==> src/rtl/cache_bank_arbiter_pkg.sv <==
// cache_bank_arbiter_pkg: shared widths and index helpers for the cache bank arbiter
package cache_bank_arbiter_pkg;
  localparam int DATA_WIDTH_DEF = 8;
  localparam int ADDR_WIDTH_DEF = 8;
  localparam int ARB_MAX_REQ = 8;
  function automatic int idx_w(input int n);
    return (n > 1) ? $clog2(n) : 1;
  endfunction
  localparam int ARB_IDX_W = idx_w(ARB_MAX_REQ);
  function automatic int wrap(input int i, input int n);
    return (i >= n) ? i - n : i;
  endfunction
endpackage

==> src/rtl/cache_bank_arbiter_rr_pick2.sv <==
// cache_bank_arbiter_rr_pick2: two-winner round-robin picker that skips same-address write hazards for port B
module cache_bank_arbiter_rr_pick2
  import cache_bank_arbiter_pkg::*;
#(
  parameter int N = 4,
  parameter int AW = 8,
  localparam int IW = idx_w(N)
) (
  input  logic [N-1:0]    req,
  input  logic [N-1:0]    we,
  input  logic [N*AW-1:0] addr,
  input  logic [IW-1:0]   ptr,
  output logic            va,
  output logic            vb,
  output logic [IW-1:0]   ia,
  output logic [IW-1:0]   ib
);
  logic [IW-1:0] ci;
  logic [AW-1:0] a_addr;
  logic          a_we;
  // scan from ptr; first hit takes port A, next non-conflicting hit takes port B
  always_comb begin
    va = 1'b0;
    vb = 1'b0;
    ia = '0;
    ib = '0;
    ci = '0;
    a_addr = '0;
    a_we = 1'b0;
    for (int k = 0; k < N; k++) begin
      ci = IW'(wrap(int'(ptr) + k, N));
      if (req[ci] && !va) begin
        va = 1'b1;
        ia = ci;
        a_addr = addr[ci*AW +: AW];
        a_we = we[ci];
      end else if (req[ci] && !vb && !(addr[ci*AW +: AW] == a_addr && (we[ci] || a_we))) begin
        vb = 1'b1;
        ib = ci;
      end
    end
  end
endmodule

==> src/rtl/cache_bank_arbiter.sv <==
// cache_bank_arbiter: round-robin sharing of one dual-port cache bank among NUM_REQ requesters
module cache_bank_arbiter
  import cache_bank_arbiter_pkg::*;
#(
  parameter int NUM_REQ = 4,
  parameter int DATA_WIDTH = DATA_WIDTH_DEF,
  parameter int ADDR_WIDTH = ADDR_WIDTH_DEF
) (
  input  logic                          clk,
  input  logic                          reset,
  input  logic [NUM_REQ-1:0]            req,
  input  logic [NUM_REQ-1:0]            req_we,
  input  logic [NUM_REQ*ADDR_WIDTH-1:0] req_addr,
  input  logic [NUM_REQ*DATA_WIDTH-1:0] req_wdata,
  output logic [NUM_REQ-1:0]            ack,
  output logic [NUM_REQ-1:0]            rvalid,
  output logic [NUM_REQ*DATA_WIDTH-1:0] rdata,
  output logic [ADDR_WIDTH-1:0]         cacheAddressIn_A,
  output logic [ADDR_WIDTH-1:0]         cacheAddressIn_B,
  output logic [DATA_WIDTH-1:0]         cacheDataIn_A,
  output logic [DATA_WIDTH-1:0]         cacheDataIn_B,
  output logic                          memWrite_A,
  output logic                          memWrite_B,
  input  logic [DATA_WIDTH-1:0]         cacheDataOut_A,
  input  logic [DATA_WIDTH-1:0]         cacheDataOut_B
);
  localparam int IW = idx_w(NUM_REQ);
  logic [IW-1:0]      rr_ptr, ia, ib, last;
  logic               va, vb;
  logic [NUM_REQ-1:0] grant, resp;
  logic [1:0]         tv_a, tv_b;
  logic [IW-1:0]      ti_a [2];
  logic [IW-1:0]      ti_b [2];

  cache_bank_arbiter_rr_pick2 #(.N(NUM_REQ), .AW(ADDR_WIDTH)) u_pick (
    .req(req & ~ack),
    .we(req_we),
    .addr(req_addr),
    .ptr(rr_ptr),
    .va(va),
    .vb(vb),
    .ia(ia),
    .ib(ib)
  );

  // one-hot grants, last granted index and reads completing this cycle
  always_comb begin
    grant = (va ? NUM_REQ'(1) << ia : '0) | (vb ? NUM_REQ'(1) << ib : '0);
    last = vb ? ib : ia;
    resp = (tv_a[1] ? NUM_REQ'(1) << ti_a[1] : '0) | (tv_b[1] ? NUM_REQ'(1) << ti_b[1] : '0);
  end

  // port registers, acks, round-robin pointer, read tag valids and returned data
  always_ff @(posedge clk) begin
    if (!reset) begin
      ack <= '0;
      rvalid <= '0;
      rdata <= '0;
      cacheAddressIn_A <= '0;
      cacheAddressIn_B <= '0;
      cacheDataIn_A <= '0;
      cacheDataIn_B <= '0;
      memWrite_A <= 1'b0;
      memWrite_B <= 1'b0;
      rr_ptr <= '0;
      tv_a <= '0;
      tv_b <= '0;
    end else begin
      ack <= grant;
      rvalid <= resp;
      memWrite_A <= va && req_we[ia];
      memWrite_B <= vb && req_we[ib];
      if (va) begin
        cacheAddressIn_A <= req_addr[ia*ADDR_WIDTH +: ADDR_WIDTH];
        cacheDataIn_A <= req_wdata[ia*DATA_WIDTH +: DATA_WIDTH];
      end
      if (vb) begin
        cacheAddressIn_B <= req_addr[ib*ADDR_WIDTH +: ADDR_WIDTH];
        cacheDataIn_B <= req_wdata[ib*DATA_WIDTH +: DATA_WIDTH];
      end
      if (va || vb) rr_ptr <= (int'(last) == NUM_REQ - 1) ? '0 : last + 1'b1;
      tv_a <= {tv_a[0], va && !req_we[ia]};
      tv_b <= {tv_b[0], vb && !req_we[ib]};
      for (int i = 0; i < NUM_REQ; i++)
        if (resp[i]) rdata[i*DATA_WIDTH +: DATA_WIDTH] <= (tv_a[1] && ti_a[1] == IW'(i)) ? cacheDataOut_A : cacheDataOut_B;
    end
  end

  // tag indices ride alongside the valids and need no reset
  always_ff @(posedge clk) begin
    ti_a[0] <= ia;
    ti_a[1] <= ti_a[0];
    ti_b[0] <= ib;
    ti_b[1] <= ti_b[0];
  end
endmodule

==> config.mk <==
export PLATFORM = sky130hd
export DESIGN_NAME = cache_bank_arbiter
export DESIGN_NICKNAME = d
export VERILOG_FILES = /design/src/rtl/cache_bank_arbiter_pkg.sv /design/src/rtl/cache_bank_arbiter_rr_pick2.sv /design/src/rtl/cache_bank_arbiter.sv
export SDC_FILE = /design/constraint.sdc
export NUM_CORES = 1
export LEC_CHECK = 0
export CORE_MARGIN = 3
export CORE_UTILIZATION = 25
export DETAILED_ROUTE_END_ITERATION = 7
export PLACE_DENSITY = 0.51
export SETUP_SLACK_MARGIN = 0.2
export SLEW_MARGIN = 15
export SYNTH_ARGS = -nofsm -noshare
export SYNTH_HDL_FRONTEND = slang
export SYNTH_SLANG_ARGS = --single-unit
==> constraint.sdc <==
create_clock -name clk -period 4 [get_ports clk]
set_input_delay 0.6 -clock clk [delete_from_list [all_inputs] [get_ports clk]]
set_output_delay 0.6 -clock clk [all_outputs]
set_load 0.01 [all_outputs]
==> impl_metrics.ini <==
[final_layout]
stdcell_area_mm2 = 0.0107
syn2layout_area_growth_pct = 52.0
fin_nets = 1174
antennaDiodeCount = 0
drive_gt1_share_pct = 24.4

[sta]
relSlewSlack_pct = 29.8
rsz0062_at_grt = true
fmax_ghz = 0.262
setup_tns_ns = 0
tightest_slew_ns = 1.05
period_needed_ns = 3.82
slew_violations = 0
finalHoldViolCount = 0
setup_viol = 0
fin_crit_sh_pct = 95.5
finalClockSkew_ns = 0.0103

[synth]
ys_warn_count = 0
netlist.area_leader.share_pct = 25.0
syn_avg_cell_area_um2 = 8.40
post_synth_num_cell_types = 83
synth-seq-cells = 88
synth_commonest_cells = 111 x nand2_1, 88 x dfxtp_1, 55 x clkbuf_1
yosysSeqAreaShare_pct = 25.0
synthesis.instances = 838
synth_area_leaders = dfxtp_1 25%, mux4_2 8.0%, mux2i_1 7.0%
yosysTopAreaCell = dfxtp_1
yosysMostFrequentCell = nand2_1
ys.flop_type = dfxtp_1
async_reset_ff_share_pct = 0
netlist_area_mm2 = 0.00704
synth-edff-count = 0
synth.net_count = 928

[worst_setup_path]
crit_path_max_incr_delay_ns = 0.52
critPathCapture = cacheDataIn_B[7]
cpMaxStageDelayCell = or4_4
r2r-start = rr_ptr[0]
cp_cell_sequence = buf_6 -> and4b_2 -> or4_4 -> buf_6 -> a31o_4 -> xor2_1 -> buf_4 -> nor4_4 -> a31oi_4 -> or3b_4 -> a21oi_4 -> nor3_4 -> buf_6 -> a222oi_1 -> a31oi_1
cp-start-kind = flop
required_ns = 4.22
r2r_end = cacheDataIn_B[7]
cp_max_fo = 6
arrival_ns = 4.03
r2r_cells = 15
rrSetupSlack_ns = 0.18
endpoint_kind = flop
cpMostUsedCell = buf_6
critical_path_class = flop to flop
cp-startpoint = rr_ptr[0]

[floorplanning]
placementRows = 60
core_area_mm2 = 0.0273
dieArea_mm2 = 0.0302
boundaryPins = 164
start_util_pct = 25.7
die_x_um = 174
die_y_um = 174

[clocking]
path_clk_slew_ns = 0.07
numCtsBuffers = 9
clock-sinks = 88
clk_path_buf_depth = 2
cts_tree = done
ctsRootBufferMaster = clkbuf_16
hold_buffers = 0
htree_num_levels = 3
clkLatencyLatePin_ns = 0.34

[global_route]
grt_remaining_overflow = 0
grt_pass1_vias = 7319
grt_pass1_wl_um = 42700
grt_max_degree = 66
grt_antenna_before_repair = 0
grt_usage_pct = 17.6

[min_path]
whs_path_depth = 0
hold_class = flop to flop

[detailed_routing]
postRouteAntennaNets = 0
drt_pass1_iterations = 5
drtIter0Drc = 541
drt_wl_total_um = 27800
drc = 0
vias = 7539
wl_per_cell_um = 19.0
vias_per_cell = 5.16

[pwr]
ir_worst_vdd_mv = 0.288
leakage_nw = 4.49
p_sw_w = 0.00340
switching_share_pct = 43.4
intPower_w = 0.00443
finalPower_w = 0.00782
clockPowerShare_pct = 11.4
power_frac_seq_pct = 17.0
powerDensity_mw_per_mm2 = 731
comb_power_share_pct = 71.6

[run]
maxCapViolCount = 0

[placement]
port_buffers = 163
hpwl_um = 20500
placed_area_mm2 = 0.00988
gp_congestion = 0.869

[status]
run_status = completed
area by class of cell:
type,instances,area (um^2)
multi-input cells,647,5080
well taps,372,465
clock inverters,6,73.8
clock buffers,10,239
repair buffers,323,3010
inverters,15,56.3
flip-flops and latches,88,1770
fillers,2799,16600
per-layer routing:
| layer | wire length (um) | GRT usage (%) | share of wire [%] | up-vias |
|---|---|---|---|---|
| met3 | 1300 | 3.37 | 4.7 | 39 |
| met4 | 646 | 4.36 | 2.3 | 0 |
| li1 | - | - | - | 3673 |
| met2 | 13100 | 29.2 | 47 | 223 |
| met1 | 12700 | 23.6 | 46 | 3604 |
| met5 | 0 | 0 | 0 | - |
sequential cells by signal (all words and copies together), names as in the netlist:
name / flops
ack: 4
cacheAddressIn_A: 8
cacheAddressIn_B: 8
cacheDataIn_A: 8
cacheDataIn_B: 8
memWrite_A: 1
memWrite_B: 1
rdata: 32
rr_ptr: 2
rvalid: 4
ti_a: 4
ti_b: 4
tv_a: 2
tv_b: 2
cells by family (layout without fill, tap and decap cells):
kind of cell           after synthesis  after routing  synth area share [%]
AO/OA/AOI/OAI                      262            262                  27.3
flip-flops                          88             88                  25.0
buffers and inverters              103            354                  6.33
multiplexers                        83             83                  16.4
AND/OR/NAND/NOR                    285            285                  22.8
XOR/XNOR                            17             17                  2.12
critical path: cells and delay by family, from the launching register on:
kind / cells / cell delay (ns)
AND/OR/NAND/NOR: 5 / 1.52
AO/OA/AOI/OAI: 5 / 1.06
buffers and inverters: 4 / 0.55
flip-flops: 1 / 0.38
XOR/XNOR: 1 / 0.15
through the flow:
stage | setup slack [ns] | cells | utilization (%) | hold WS (ns)
after floorplan | 0.304 | 838 | - | 0.310
after global placement | -0.455 | 1425 | 36.1 | 0.311
after detailed placement | -0.535 | 1425 | 36.1 | 0.313
after CTS | 0.186 | 1454 | 37.9 | 0.317
after global routing | 0.0313 | 1461 | 39.1 | 0.330
final | 0.182 | 1461 | 39.1 | 0.322
how the worst min path moves through the flow:
stage / from / endpoint / slack [ns]
final: ti_a[0][1] / ti_a[0][3] / 0.32
after global routing: ti_b[0][0] / ti_b[0][2] / 0.33
after CTS: ti_a[0][1] / ti_a[0][3] / 0.32
after detailed placement: ti_b[0][0] / ti_b[0][2] / 0.31
after global placement: ti_a[0][0] / ti_a[0][2] / 0.31
after floorplan: ti_a[0][0] / ti_a[0][2] / 0.31
power groups by stage:
stage	clock [W]	combinational [W]	sequential [W]
finish	0.000889	0.00560	0.00133
global route	0.000955	0.00604	0.00137
detailed placement	0	0.00494	0.00136
CTS	0.000913	0.00518	0.00133
global placement	0	0.00491	0.00136
floorplan	0	0.00290	0.00138
layout by cell type, fill, tap and decap left out, types with 18 or more instances in the layout:
cell             synthesis  final
dfxtp_1                 88     86
a31oi_1                 34     31
o211a_1                 32     32
nand2_1                111    111
nor2b_1                 28     28
a21oi_1                 40     38
buf_4                    6    134
a311oi_1                20     18
nor2_1                  24     24
o21ai_0                 33     32
mux4_2                  25     25
mux2i_1                 49     49
and2_1                  18     18
clkdlybuf4s50_1          0    158
repair_timing:
item | 4_1_cts | 5_1_grt
endpoints found under the setup margin | 25 | 22
pin swaps | 19 | 25
hold endpoints to repair | 0 | 0
gates resized for setup | 29 | 40
buffers inserted | 13 | 3
gates cloned | 0 | 3
No activity file was read; power rests on OpenSTA's default activity.
